**config.mk**
```make
export PLATFORM = sky130hd
export DESIGN_NAME = inst_fetch_ras_flat
export DESIGN_NICKNAME = d
export VERILOG_FILES = /design/src/rtl/inst_fetch_ras_if.sv /design/src/rtl/inst_fetch_ras.sv /design/src/flat_wrapper.sv
export SDC_FILE = /design/constraint.sdc
export NUM_CORES = 1
export LEC_CHECK = 0
export BUFFER_PORTS_ARGS = -buffer_cell sky130_fd_sc_hd__buf_2
export CORE_MARGIN = 1.5
export CORE_UTILIZATION = 35
export DETAILED_ROUTE_END_ITERATION = 12
export GPL_ROUTABILITY_DRIVEN = 0
export SLEW_MARGIN = 40
export SYNTH_ARGS = -nofsm -noshare
export SYNTH_HDL_FRONTEND = slang
export SYNTH_SLANG_ARGS = --single-unit
export TNS_END_PERCENT = 10
```
**constraint.sdc**
```tcl
create_clock -name Clk -period 2.5 [get_ports Clk]
set_input_delay 0.25 -clock Clk [delete_from_list [all_inputs] [get_ports Clk]]
set_output_delay 0.25 -clock Clk [all_outputs]
set_load 0.02 [all_outputs]
```
**src/rtl/inst_fetch_ras_if.sv**
```systemverilog
// ---------------------------------------------------------------------------
// inst_fetch_ras_if
//   Bundles the control-side inputs and the fetch-side outputs of the
//   instruction-fetch unit.
//   Parameters: T (PC width), W (target width), D (RAS depth).
//   master : drives Stall, Done, BrOp, Zero, TgtRel and Target. It observes
//            ProgCtr, ProgCtr_p1, Taken, StackDepth, StackErr and Halted.
//   slave  : the fetch unit itself, with the opposite directions.
// ---------------------------------------------------------------------------
interface inst_fetch_ras_if #(
    parameter int T = 10,
    parameter int W = 8,
    parameter int D = 4
);
    localparam int SW = $clog2(D + 1);

    logic          Stall;
    logic          Done;
    logic [2:0]    BrOp;
    logic          Zero;
    logic          TgtRel;
    logic [W-1:0]  Target;

    logic [T-1:0]  ProgCtr;
    logic [T-1:0]  ProgCtr_p1;
    logic          Taken;
    logic [SW-1:0] StackDepth;
    logic          StackErr;
    logic          Halted;

    modport master (
        output Stall, Done, BrOp, Zero, TgtRel, Target,
        input  ProgCtr, ProgCtr_p1, Taken, StackDepth, StackErr, Halted
    );

    modport slave (
        input  Stall, Done, BrOp, Zero, TgtRel, Target,
        output ProgCtr, ProgCtr_p1, Taken, StackDepth, StackErr, Halted
    );
endinterface

```
**src/rtl/inst_fetch_ras.sv**
```systemverilog
// ---------------------------------------------------------------------------
// inst_fetch_ras
//   Program counter and instruction-fetch unit. Supports:
//     - absolute or PC-relative targets
//     - conditional branches on the ALU zero flag
//     - call and return through an internal return-address stack (RAS)
//     - stall and a sticky halt
//   Ports:
//     Clk    : rising-edge clock
//     Reset  : synchronous, active-high. It overrides every other input.
//     bus    : inst_fetch_ras_if.slave
//              inputs : Stall, Done, BrOp, Zero, TgtRel, Target
//              outputs: ProgCtr, ProgCtr_p1, Taken, StackDepth,
//                       StackErr, Halted
//   BrOp encoding:
//     0 = sequential, 1 = jump, 2 = branch if zero, 3 = branch if non-zero,
//     4 = call, 5 = return, 6/7 = sequential
// ---------------------------------------------------------------------------
module inst_fetch_ras #(
    parameter int T = 10,
    parameter int W = 8,
    parameter int D = 4
) (
    input  logic                 Clk,
    input  logic                 Reset,
    inst_fetch_ras_if.slave      bus
);
    localparam int SW = $clog2(D + 1);
    // The RAS index needs at least one bit. The array is rounded up to a
    // power of two, so a truncated depth value always addresses a real entry.
    localparam int IW = (D > 1) ? $clog2(D) : 1;
    localparam int NE = 1 << IW;

    localparam logic [2:0] OP_JMP  = 3'd1;
    localparam logic [2:0] OP_BZ   = 3'd2;
    localparam logic [2:0] OP_BNZ  = 3'd3;
    localparam logic [2:0] OP_CALL = 3'd4;
    localparam logic [2:0] OP_RET  = 3'd5;

    logic [T-1:0]  r_pc;
    logic [SW-1:0] r_depth;
    logic          r_err;
    logic          r_halted;
    logic [T-1:0]  r_ras [NE];

    logic [T-1:0]  w_pc_p1;
    logic [T-1:0]  w_tgt;
    logic [T-1:0]  w_next_pc;
    logic          w_active;
    logic          w_taken;
    logic          w_push;
    logic          w_pop;
    logic          w_set_err;
    logic          w_full;
    logic          w_empty;
    logic [IW-1:0] w_push_idx;
    logic [IW-1:0] w_top_idx;

    // Absolute targets are zero-extended. Relative targets are sign-extended
    // offsets from the current PC, wrapping modulo 2^T.
    function automatic logic [T-1:0] resolve_tgt(input logic [T-1:0] pc,
                                                 input logic         rel,
                                                 input logic [W-1:0] tgt);
        logic signed [T-1:0] off;
        off = T'($signed(tgt));
        if (rel)
            return pc + off;
        else
            return T'(tgt);
    endfunction

    assign w_pc_p1    = r_pc + T'(1);
    assign w_tgt      = resolve_tgt(r_pc, bus.TgtRel, bus.Target);
    assign w_full     = (r_depth == SW'(D));
    assign w_empty    = (r_depth == '0);
    assign w_push_idx = IW'(r_depth);
    assign w_top_idx  = IW'(r_depth - SW'(1));

    // BrOp only acts when nothing of higher priority claims the cycle.
    assign w_active = !Reset && !r_halted && !bus.Stall && !bus.Done;

    always_comb begin
        w_next_pc = w_pc_p1;
        w_taken   = 1'b0;
        w_push    = 1'b0;
        w_pop     = 1'b0;
        w_set_err = 1'b0;
        if (w_active) begin
            case (bus.BrOp)
                OP_JMP: begin
                    w_next_pc = w_tgt;
                    w_taken   = 1'b1;
                end
                OP_BZ: begin
                    if (bus.Zero) begin
                        w_next_pc = w_tgt;
                        w_taken   = 1'b1;
                    end
                end
                OP_BNZ: begin
                    if (!bus.Zero) begin
                        w_next_pc = w_tgt;
                        w_taken   = 1'b1;
                    end
                end
                OP_CALL: begin
                    if (w_full) begin
                        w_set_err = 1'b1;
                    end else begin
                        w_push    = 1'b1;
                        w_next_pc = w_tgt;
                        w_taken   = 1'b1;
                    end
                end
                OP_RET: begin
                    if (w_empty) begin
                        w_set_err = 1'b1;
                    end else begin
                        w_pop     = 1'b1;
                        w_next_pc = r_ras[w_top_idx];
                        w_taken   = 1'b1;
                    end
                end
                default: ;
            endcase
        end
    end

    always_ff @(posedge Clk) begin
        if (Reset) begin
            r_pc     <= '0;
            r_depth  <= '0;
            r_err    <= 1'b0;
            r_halted <= 1'b0;
        end else if (!r_halted && !bus.Stall) begin
            if (bus.Done) begin
                r_halted <= 1'b1;
            end else begin
                r_pc <= w_next_pc;
                if (w_push)
                    r_depth <= r_depth + SW'(1);
                else if (w_pop)
                    r_depth <= r_depth - SW'(1);
                if (w_set_err)
                    r_err <= 1'b1;
            end
        end
    end

    // The stack storage is not reset. Entries above StackDepth are never read.
    always_ff @(posedge Clk) begin
        if (w_push)
            r_ras[w_push_idx] <= w_pc_p1;
    end

    assign bus.ProgCtr    = r_pc;
    assign bus.ProgCtr_p1 = w_pc_p1;
    assign bus.Taken      = w_taken;
    assign bus.StackDepth = r_depth;
    assign bus.StackErr   = r_err;
    assign bus.Halted     = r_halted;
endmodule

```
**src/flat_wrapper.sv**
```systemverilog
// flat-port wrapper written by rule: the top's interface ports become plain ports
module inst_fetch_ras_flat 
#(
    parameter int T = 10,
    parameter int W = 8,
    parameter int D = 4
)
  (Clk, Reset, bus_Stall, bus_Done, bus_BrOp, bus_Zero, bus_TgtRel, bus_Target, bus_ProgCtr, bus_ProgCtr_p1, bus_Taken, bus_StackDepth, bus_StackErr, bus_Halted);
  inst_fetch_ras_if #(.T(T), .W(W), .D(D)) bus_i ();
  input  logic Clk;
  input  logic Reset;
  input wire logic [$bits(bus_i.Stall)-1:0] bus_Stall;
  input wire logic [$bits(bus_i.Done)-1:0] bus_Done;
  input wire logic [$bits(bus_i.BrOp)-1:0] bus_BrOp;
  input wire logic [$bits(bus_i.Zero)-1:0] bus_Zero;
  input wire logic [$bits(bus_i.TgtRel)-1:0] bus_TgtRel;
  input wire logic [$bits(bus_i.Target)-1:0] bus_Target;
  output wire logic [$bits(bus_i.ProgCtr)-1:0] bus_ProgCtr;
  output wire logic [$bits(bus_i.ProgCtr_p1)-1:0] bus_ProgCtr_p1;
  output wire logic [$bits(bus_i.Taken)-1:0] bus_Taken;
  output wire logic [$bits(bus_i.StackDepth)-1:0] bus_StackDepth;
  output wire logic [$bits(bus_i.StackErr)-1:0] bus_StackErr;
  output wire logic [$bits(bus_i.Halted)-1:0] bus_Halted;
  assign bus_i.Stall = bus_Stall;
  assign bus_i.Done = bus_Done;
  assign bus_i.BrOp = bus_BrOp;
  assign bus_i.Zero = bus_Zero;
  assign bus_i.TgtRel = bus_TgtRel;
  assign bus_i.Target = bus_Target;
  assign bus_ProgCtr = bus_i.ProgCtr;
  assign bus_ProgCtr_p1 = bus_i.ProgCtr_p1;
  assign bus_Taken = bus_i.Taken;
  assign bus_StackDepth = bus_i.StackDepth;
  assign bus_StackErr = bus_i.StackErr;
  assign bus_Halted = bus_i.Halted;
  inst_fetch_ras #(.T(T), .W(W), .D(D)) u_core (.Clk(Clk), .Reset(Reset), .bus(bus_i));
endmodule
```
==> qor.yml, run 1 <==
timing:
  fin_crit_sh_pct: 95.5
  slew_headroom_pct: 63.6
  slew_viol_final: 0
  finalSetupViolations: 0
  hold_viol_final: 0
  rsz0062_at_grt: "yes"
  clock_skew_ns: 0.0124
  worst_pin_slew_ns: 0.542
  max_freq_mhz: 419
  final.min_clock_period_ns: 2.39
yosys:
  synth_area_mm2: 0.00331
  syn_avg_cell_area_um2: 11.6
  synth_cell_types: 62
  syn_inst: 286
  seq_area_frac_synth_pct: 45.4
  yosys_warnings: 0
  ys_ff_latch: 55
  synth_nets: 320
  synthFlopType: "edfxtp_1"
  async_flop_share_pct: 0
  synth_edf_count: 40
power:
  clkPwrFrac_pct: 27.8
  power.leakage_nw: 1.49
  p_sw_w: 0.000480
  switching_share_pct: 26.9
  ir_drop_v: 0.000342
  powerDensity_mw_per_mm2: 462
  seqPwrFrac_pct: 55.8
  p_int_w: 0.00131
  power_frac_comb_pct: 16.5
layout:
  nFillCells: 887
  synthToLayoutAreaGrowth_pct: 16.8
  final_util_pct: 42.0
  nNetsFinal: 382
  final_cells: 460
  antenna_cells: 0
  drive_above_1_share_pct: 31.2
  design_area_mm2: 0.00387
status:
  status: "finished clean"
die:
  die-width_um: 100
  coreArea_mm2: 0.00920
  die_h_um: 100
  row_count: 35
  die-area_mm2: 0.0100
  start_util_pct: 36.0
  ioPinCount: 43
cts:
  cts_tree: "yes"
  htreeDepth: 2
  cts-root-buf: "clkbuf_8"
  cts_sinks: 55
  clk_latency_ns: 0.31
  numCtsBuffers: 5
  cts.clk_slew.worst_paths_ns: 0.11
  hold_buffers: 0
  cts_max_path_buffers: 2
critical_path:
  critPathKind: "reg2out"
  cp_data_arrival_time_ns: 2.14
  path_max_fanout: 5
  crit_path_end_kind: "output port"
  cp.required_ns: 2.25
  cp-start-kind: "register"
grt:
  grt-ovfl-total: 0
  grt_use_met1_pct: 22.3
  grt_pass1_vias: 2474
  grt.busiest_layer: "met2"
  met3_usage_pct: 3.41
  grt_start_max_net_pins: 18
  antenna_found_initial: 0
  grt_usage_pct: 16.6
  grt_pass1_wl_um: 12800
  grt_use_met2_pct: 27.4
worst_hold_path:
  hold_path_class: "in2reg"
placement:
  placed_cell_area_mm2: 0.00374
  place_hpwl_um: 5950
  port_buffers: 42
  dp_cells: 451
routing:
  routed_via_density: 5.36
  drtPass1Iterations: 4
  ant_nets: 0
  wl_um: 7760
  drt_iter0_markers: 100
  wl_per_cell_um: 16.9
  drc_errors: 0
  vias: 2466
flow_run:
  max_cap_violations: 0
==> placed cells by master (no fill, tap or decap), drive strengths merged, types with 4 or more instances in the layout <==
cell type | Yosys | routed
a211oi | 7 | 7
and2 | 4 | 4
nand2 | 15 | 15
nand3 | 7 | 7
mux4 | 10 | 10
a21oi | 13 | 13
mux2i | 4 | 4
clkbuf | 9 | 6
a31oi | 4 | 4
inv | 11 | 12
nor2 | 28 | 28
ha | 16 | 16
nor3 | 7 | 7
a2111oi | 4 | 4
xor2 | 6 | 6
o21ai | 14 | 14
dfxtp | 15 | 15
edfxtp | 40 | 40
xnor2 | 8 | 8
and3 | 8 | 8
nor3b | 7 | 7
buf | 4 | 69
==> cells in the mapped netlist, types with 2 or more instances <==
master     number  area, µm²
a2111oi_0       3       26.3
a211o_1         2       17.5
a211oi_1        6       45.0
a21o_1          3       22.5
a21oi_1        13       65.1
a22oi_1         2       15.0
a311oi_1        2       17.5
a31oi_1         3       18.8
and2_1          3       18.8
and3_1          8       50.1
buf_6           3       33.8
clkbuf_1        4       15.0
clkbuf_8        4       55.1
dfxtp_1        15        300
edfxtp_1       40       1200
ha_1           16        200
inv_1          11       41.3
mux2_2          2       22.5
mux2i_1         4       40.0
mux4_2         10        225
nand2_1        15       56.3
nand3_1         7       35.0
nand4_1         3       18.8
nand4b_1        2       17.5
nor2_1         28        105
nor2b_1         2       12.5
nor3_1          7       35.0
nor3b_1         5       37.5
o211ai_1        2       15.0
o21a_1          3       22.5
o21ai_0        14       70.1
o21bai_1        2       15.0
xnor2_1         8       70.1
xor2_1          6       52.6
==> state kept, by name, summed over array words and instances (netlist names) <==
| name | flops |
|---|---|
| u_core.bus.StackDepth | 3 |
| u_core.bus.ProgCtr | 10 |
| u_core.bus.Halted | 1 |
| u_core.r_ras | 40 |
| u_core.bus.StackErr | 1 |
==> layer usage <==
layer  vias up  share of wire [%]
li1       1213                  -
met1      1185                 46
met2        58                 47
met3        10                4.8
met4         0                1.7
met5         -                  0
==> per-stage QoR <==
stage          hold slack (ns)  setup TNS [ns]  setup slack (ns)  power [W]
3_3_place_gp             0.466               0             0.272    0.00131
5_1_grt                  0.217         -0.0364           -0.0223    0.00188
3_5_place_dp             0.468               0             0.179    0.00131
2_1_floorplan            0.391               0            0.0693    0.00122
4_1_cts                  0.221               0            0.0391    0.00181
6_report                 0.215               0             0.113    0.00179
==> area by class of cell <==
type / count / area (µm²) / area share (%)
Multi-Input combinational cell: 206 / 1680 / 43.5
Sequential cell: 55 / 1500 / 38.9
Timing Repair Buffer: 69 / 413 / 10.7
Tap cell: 111 / 139 / 3.59
Clock buffer: 6 / 72.6 / 1.88
Inverter: 11 / 41.3 / 1.07
Clock inverter: 2 / 16.3 / 0.421
==> kinds of logic after synthesis <==
group	after synthesis	synth area share (%)
adder cells (fa/ha/maj)	17	6.65
AND/OR/NAND/NOR	91	15.5
buffers and inverters	25	4.95
flip-flops	55	45.4
multiplexers	16	8.70
XOR/XNOR	14	3.71
AO/OA/AOI/OAI	68	15.1
==> path summary, 6_finish.rpt <==
check	start	endpoint	slack, ns	cells after the start
worst max-delay path	u_core.bus.Halted$_SDFFE_PP0P_	bus_Taken	0.11	4
worst min-delay path	bus_Done	u_core.bus.Halted$_SDFFE_PP0P_	0.21	3
worst max register to register	u_core.bus.ProgCtr[0]$_SDFFE_PP0P_	u_core.bus.ProgCtr[6]$_SDFFE_PP0P_	0.19	9
worst min register to register	u_core.bus.StackErr$_SDFFE_PP0P_	u_core.bus.StackErr$_SDFFE_PP0P_	0.48	2
==> power groups by stage <==
stage               Clock (W)  Combinational, W  Sequential (W)
finish               0.000496          0.000295        0.000997
detailed placement          0          0.000292         0.00102
CTS                  0.000514          0.000295        0.000997
global placement            0          0.000291         0.00102
global route         0.000556          0.000326        0.000999
floorplan                   0          0.000189         0.00103
==> worst max-delay path, cell delays in order (launching register included) <==
cell and delay (ns):
dfxtp_1 0.36, or3_1 0.53, a2111oi_4 0.39, nor3b_4 0.32
buf_2 0.22
==> repair_timing <==
item,4_1_cts,5_1_grt
setup buffers,1,0
resized for setup,0,5
endpoints found under the setup margin,1,6
pin swaps,1,1
Power figures use the tool's default switching activity.
==> inputs of run 2 (changes only) <==
- clock period: 2.5 -> 2.4 ns (I/O delays scaled with it)
==> run 2 against run 1 <==
  * Worst hold slack worse by 0.0079 ns
  * Global-route usage down 0.50 points
  * Clock-buffer cell count down 1
  * Sequential share of layout area down 0.27 points
  * Clock skew down 0.0051 ns
  * Wire length up 0.59%
  * Critical endpoint is now bus_ProgCtr_p1[6]
==> qor.yml, run 2 (synthesis results as in run 1) <==
layout:
  mostFrequentLayoutCell: "buf_2"
  largest_reg_flops: 40  # unchanged
  design_area_mm2: 0.00390  # +0.94%
  nNetsFinal: 380  # -0.52%
  top_register: "u_core.r_ras"
  antenna_cells: 0  # unchanged
  synthToLayoutAreaGrowth_pct: 17.9
  final_cells: 458  # -0.43%
  drive_above_1_share_pct: 32.9  # +1.6 points
  final_cell_mix: "42 x buf_2, 40 x edfxtp_1, 27 x nor2_1"
  nFillCells: 893  # +0.68%
timing:
  fin_crit_sh_pct: 93.8
  hold_viol_final: 0  # unchanged
  max_freq_mhz: 444
  setup_ws_ns: 0.148  # +0.0346 ns
  slew_headroom_pct: 62.4  # -1.1 points
  finalSetupViolations: 0  # unchanged
  slew_viol_final: 0  # unchanged
  final.min_clock_period_ns: 2.25
  clock_skew_ns: 0.00729  # -0.00513 ns
  rsz0062_at_grt: "yes"
  worst_pin_slew_ns: 0.560  # +0.0177 ns
critical_path:
  critPathTopFamily: "simple AND/OR/NAND/NOR gates"
  cp.required_ns: 2.16  # -0.09 ns
  cp-start-kind: "register"
  critPathLaunch: "u_core.bus.ProgCtr[1]$_SDFFE_PP0P_"
  critPathKind: "reg2out"
  path_max_fanout: 5  # unchanged
  slowest_delay_ns: 0.38  # -0.15 ns
  cp_data_arrival_time_ns: 2.01  # -0.13 ns
  worst-path-buf-inv: 2  # +1
  cp_slowest_cell: "dfxtp_1"
  crit_path_end_kind: "output port"
  r2r_start: "u_core.bus.StackDepth[0]$_SDFFE_PP0P_"
  crit_chain: "buf_4 > ha_1 > nand3_1 > nor2_2 > xor2_2 > buf_2"
power:
  switching_share_pct: 25.1  # -1.8 points
  powerDensity_mw_per_mm2: 498  # +7.7%
  clkPwrFrac_pct: 30.9  # +3.1 points
  seqPwrFrac_pct: 53.4  # -2.4 points
  total_power_w: 0.00194  # +8.7%
  p_int_w: 0.00146  # +11%
  power_frac_comb_pct: 15.7  # -0.8 points
  power.leakage_nw: 1.49  # +0.13%
  p_sw_w: 0.000488  # +1.6%
  ir_drop_v: 0.000394  # +15%
placement:
  placed_cell_area_mm2: 0.00372  # -0.53%
  dp_slack_ns: 0.0814  # -0.0973 ns
  dp_cells: 448  # -0.67%
  place_hpwl_um: 5840  # -1.9%
  port_buffers: 42  # unchanged
routing:
  drc_errors: 0  # unchanged
  wl_per_cell_um: 17.0  # +1.0%
  drt_iter0_markers: 85  # -15%
  vias: 2456  # -0.41%
  drtPass1Iterations: 4  # unchanged
  routed_via_density: 5.36  # about the same
  ant_nets: 0  # unchanged
  wl_um: 7810  # +0.59%
cts:
  numCtsBuffers: 5  # unchanged
  cts-root-buf: "clkbuf_8"
  htreeDepth: 2  # unchanged
  clk_latency_ns: 0.31  # about the same
  cts_tree: "yes"
  cts_sinks: 55  # unchanged
  cts.clk_slew.worst_paths_ns: 0.10  # about the same
  cts_max_path_buffers: 2  # unchanged
die:
  die_h_um: 100  # unchanged
  coreArea_mm2: 0.00920  # unchanged
  die-width_um: 100  # unchanged
  die-area_mm2: 0.0100  # unchanged
  start_util_pct: 36.0  # unchanged
  row_count: 35  # unchanged
  ioPinCount: 43  # unchanged
worst_hold_path:
  hold_path_class: "in2reg"
  min_from: "bus_Done"
grt:
  grt_usage_pct: 16.1  # -0.50 points
  antenna_found_initial: 0  # unchanged
  grt_start_max_net_pins: 18  # unchanged
  grt_pass1_wl_um: 12500  # -2.3%
  grt_pass1_vias: 2414  # -2.4%
  grt-ovfl-total: 0  # unchanged
status:
  status: "finished clean"
flow_run:
  max_cap_violations: 0  # unchanged
-- run 2: cell types whose count changed in the layout (fill, tap and decap cells not counted), sizes merged --
cell | before | now
inv | 12 | 11
clkbuf | 6 | 5
bufinv | 0 | 1
clkinvlp | 1 | 0
clkinv | 0 | 2
buf | 69 | 67
-- run 2: worst paths after layout --
| check | cells past startpoint | slack (ns) | endpoint |
|---|---|---|---|
| max | 6 | 0.15 | bus_ProgCtr_p1[6] |
| min | 3 | 0.21 | u_core.bus.Halted$_SDFFE_PP0P_ |
| max reg2reg | 10 | 0.18 | u_core.bus.ProgCtr[8]$_SDFFE_PP0P_ |
| min reg2reg | 2 | 0.48 | u_core.bus.StackErr$_SDFFE_PP0P_ |
-- run 2: routing by layer --
metal | track usage, % | vias up | part of all wire (%)
met3 | 2.79 | 6 | 3.8
met4 | 3.47 | 0 | 0.82
li1 | - | 1207 | -
met1 | 20.9 | 1197 | 46
met5 | 0 | - | 0
met2 | 28.0 | 46 | 50
-- run 2: through the flow --
step | hold slack [ns] | setup TNS, ns | util, %
3_3_place_gp | 0.461 | 0 | 40.5
6_report | 0.207 | 0 | 42.4
4_1_cts | 0.207 | 0 | 41.8
5_1_grt | 0.206 | -0.0335 | 42.4
2_1_floorplan | 0.381 | 0 | -
3_5_place_dp | 0.467 | 0 | 40.5
-- run 2: power by group through the flow --
stage | registers (W) | clock network [W] | logic (W)
6_report | 0.00104 | 0.000601 | 0.000305
3_3_place_gp | 0.00106 | 0 | 0.000297
4_1_cts | 0.00104 | 0.000616 | 0.000303
2_1_floorplan | 0.00107 | 0 | 0.000197
3_5_place_dp | 0.00106 | 0 | 0.000300
5_1_grt | 0.00104 | 0.000653 | 0.000334
-- run 2: what timing repair did --
action	CTS	global route
setup buffers	1	1
hold buffers	0	0
pin swaps	1	3
setup endpoints to repair	2	7
resized for setup	2	11
-- run 2: layout make-up --
class                      count  area [µm²]  area share (%)
clock buffer                   5        68.8            1.76
tap                          111         139            3.56
timing repair buffer          67         402            10.3
multi-input combinational    206        1710            43.7
sequential                    55        1510            38.6
inverter                      11        41.3            1.06
clock inverter                 3        38.8           0.994
-- run 2: worst min-delay path: stages --
cell	delay [ns]
buf_2	0.10
a21oi_1	0.06
nor2_1	0.07
==> inputs of run 3 (changes only) <==
- BUFFER_PORTS_ARGS: -buffer_cell sky130_fd_sc_hd__buf_2 -> -buffer_cell sky130_fd_sc_hd__clkbuf_2
==> run 3 against run 2 <==
  * Clock skew is 0.0063 ns higher
  * Global-route usage is 0.43 points higher
  * Via count is 1.1% higher
  * Design area is 0.77% lower
  * Worst hold slack better by 0.015 ns
  * Non-clock buffer count stayed put
  * Die area stayed put
  * Final cell count stayed put
  * Sequential power hardly changed
  * Worst setup slack worse by 0.046 ns
  * Critical path type unchanged
  * Critical endpoint is now bus_Taken
==> qor.yml, run 3 (synthesis results as in run 1) <==
layout:
  largest_reg_flops: 40  # unchanged
  final_cell_mix: "40 x clkbuf_2, 40 x edfxtp_1, 27 x nor2_1"
  drive_above_1_share_pct: 32.6  # -0.29 points
  synthToLayoutAreaGrowth_pct: 17.0
  top_register: "u_core.r_ras"
  antenna_cells: 0  # unchanged
  nNetsFinal: 380  # unchanged
die:
  ioPinCount: 43  # unchanged
  coreArea_mm2: 0.00920  # unchanged
  die-area_mm2: 0.0100  # unchanged
  row_count: 35  # unchanged
  die-width_um: 100  # unchanged
  die_h_um: 100  # unchanged
  start_util_pct: 36.0  # unchanged
timing:
  finalSetupViolations: 0  # unchanged
  worst_pin_slew_ns: 0.571  # +0.0111 ns
  setup_ws_ns: 0.102  # -0.0460 ns
  slew_viol_final: 0  # unchanged
  hold_viol_final: 0  # unchanged
  max_freq_mhz: 435  # -2.0%
  clock_skew_ns: 0.0136  # +0.00628 ns
  slew_headroom_pct: 61.7  # -0.79 points
  final.min_clock_period_ns: 2.30  # +0.0460 ns
  hold-worst-slack_ns: 0.222  # +0.0152 ns
  fin_crit_sh_pct: 95.8  # +1.9 points
power:
  switching_share_pct: 27.1  # +2.0 points
  powerDensity_mw_per_mm2: 480  # -3.7%
  ir_drop_v: 0.000403  # +2.3%
  power.leakage_nw: 1.47  # -1.6%
  p_int_w: 0.00136  # -6.9%
  seqPwrFrac_pct: 55.9  # +2.5 points
  p_sw_w: 0.000503  # +3.1%
  clkPwrFrac_pct: 27.5  # -3.4 points
  power_frac_comb_pct: 16.5  # +0.8 points
flow_run:
  max_cap_violations: 0  # unchanged
routing:
  drt_iter0_markers: 127  # +49%
  wl_um: 8100  # +3.8%
  ant_nets: 0  # unchanged
  wl_per_cell_um: 17.7  # +3.8%
  drtPass1Iterations: 4  # unchanged
  routed_via_density: 5.42  # +1.1%
  drc_errors: 0  # unchanged
  vias: 2483  # +1.1%
grt:
  grt-ovfl-total: 0  # unchanged
  grt_start_max_net_pins: 18  # unchanged
  grt_usage_pct: 16.5  # +0.43 points
  grt_pass1_vias: 2445  # +1.3%
  grt_pass1_wl_um: 12700  # +1.4%
  antenna_found_initial: 0  # unchanged
critical_path:
  cp-start-kind: "register"
  cp_data_arrival_time_ns: 2.06  # +0.05 ns
  path_max_fanout: 5  # unchanged
  critPathKind: "reg2out"
  crit_path_end: "bus_Taken"
  worst-r2r-cell-count: 10  # unchanged
  crit_path_end_kind: "output port"
  slowest_delay_ns: 0.39  # about the same
  worst-path-buf-inv: 3  # +1
  crit_path_frequent_cell: "ha_1"
  crit_chain: "inv_1 > ha_1 > ha_1 > a21oi_1 > nor3b_1 > buf_4 > nor3b_4 > buf_2"
  r2r_start: "u_core.bus.StackDepth[0]$_SDFFE_PP0P_"
  cp_slowest_cell: "dfxtp_2"
  rrSetupSlack_ns: 0.15  # -0.03 ns
  worst-path-stages: 8  # +2
  critPathLaunch: "u_core.bus.StackDepth[1]$_SDFFE_PP0P_"
  cp.required_ns: 2.16  # about the same
  critPathTopFamily: "adder cells"
  r2r_end: "u_core.bus.ProgCtr[7]$_SDFFE_PP0P_"
status:
  status: "finished clean"
cts:
  cts-root-buf: "clkbuf_8"
  cts_max_path_buffers: 2  # unchanged
  cts.clk_slew.worst_paths_ns: 0.09  # about the same
  cts_tree: "yes"
  clk_latency_ns: 0.31  # about the same
  hold_buffers: 0  # unchanged
  numCtsBuffers: 5  # unchanged
  cts_sinks: 55  # unchanged
  htreeDepth: 2  # unchanged
worst_hold_path:
  hold_path_class: "in2reg"
placement:
  dp_slack_ns: 0.0601  # -0.0213 ns
  place_hpwl_um: 5990  # +2.6%
  port_buffers: 42  # unchanged
run 3: how the worst min path moves through the flow:
stage,cells after the start,end,start
2_1_floorplan,2,u_core.bus.Halted$_SDFFE_PP0P_,bus_Done
6_report,3,u_core.bus.Halted$_SDFFE_PP0P_,bus_Done
3_3_place_gp,2,u_core.bus.StackErr$_SDFFE_PP0P_,u_core.bus.StackErr$_SDFFE_PP0P_
3_5_place_dp,2,u_core.bus.StackErr$_SDFFE_PP0P_,u_core.bus.StackErr$_SDFFE_PP0P_
4_1_cts,3,u_core.bus.Halted$_SDFFE_PP0P_,bus_Done
5_1_grt,3,u_core.bus.Halted$_SDFFE_PP0P_,bus_Done
run 3: metal layers:
metal / wire length, µm / GRT usage [%] / up-vias
li1: - / - / 1206
met1: 3710 / 21.4 / 1225
met2: 4040 / 28.4 / 45
met3: 266 / 2.51 / 7
met4: 80 / 4.98 / 0
met5: 0 / 0 / -
run 3: power groups by stage:
stage	Sequential (W)	Combinational, W	Clock, W
final	0.00104	0.000307	0.000512
after detailed placement	0.00106	0.000299	0
after global placement	0.00106	0.000294	0
after global routing	0.00104	0.000337	0.000558
after CTS	0.00104	0.000303	0.000522
after floorplan	0.00107	0.000197	0
run 3: stage by stage:
stage / util [%] / power (W) / instances / setup TNS (ns) / area, µm²
floorplan: - / 0.00127 / 286 / 0 / 3320
global placement: 40.4 / 0.00135 / 447 / 0 / 3720
detailed placement: 40.4 / 0.00136 / 447 / 0 / 3720
CTS: 41.6 / 0.00186 / 456 / -0.0123 / 3830
global route: 42.1 / 0.00194 / 458 / -0.00400 / 3870
finish: 42.1 / 0.00186 / 458 / 0 / 3870
run 3: timing repair:
item                                    CTS  global route
setup buffers                             1             2
endpoints found under the setup margin    3             7
gates resized for setup                   3            11
pin swaps                                 1             3
run 3: worst min-delay path, delay by kind of cell:
family / cells / cell delay (ns)
buffers and inverters: 1 / 0.11
AO/OA/AOI/OAI: 1 / 0.06
AND/OR/NAND/NOR: 1 / 0.08
run 3: layout make-up:
cell class	instances	area [µm²]
clock buffer	6	72.6
clock inverter	2	12.5
fill	919	5320
inverter	11	41.3
multi-input combinational	206	1700
sequential	55	1510
tap	111	139
timing repair buffer	67	398
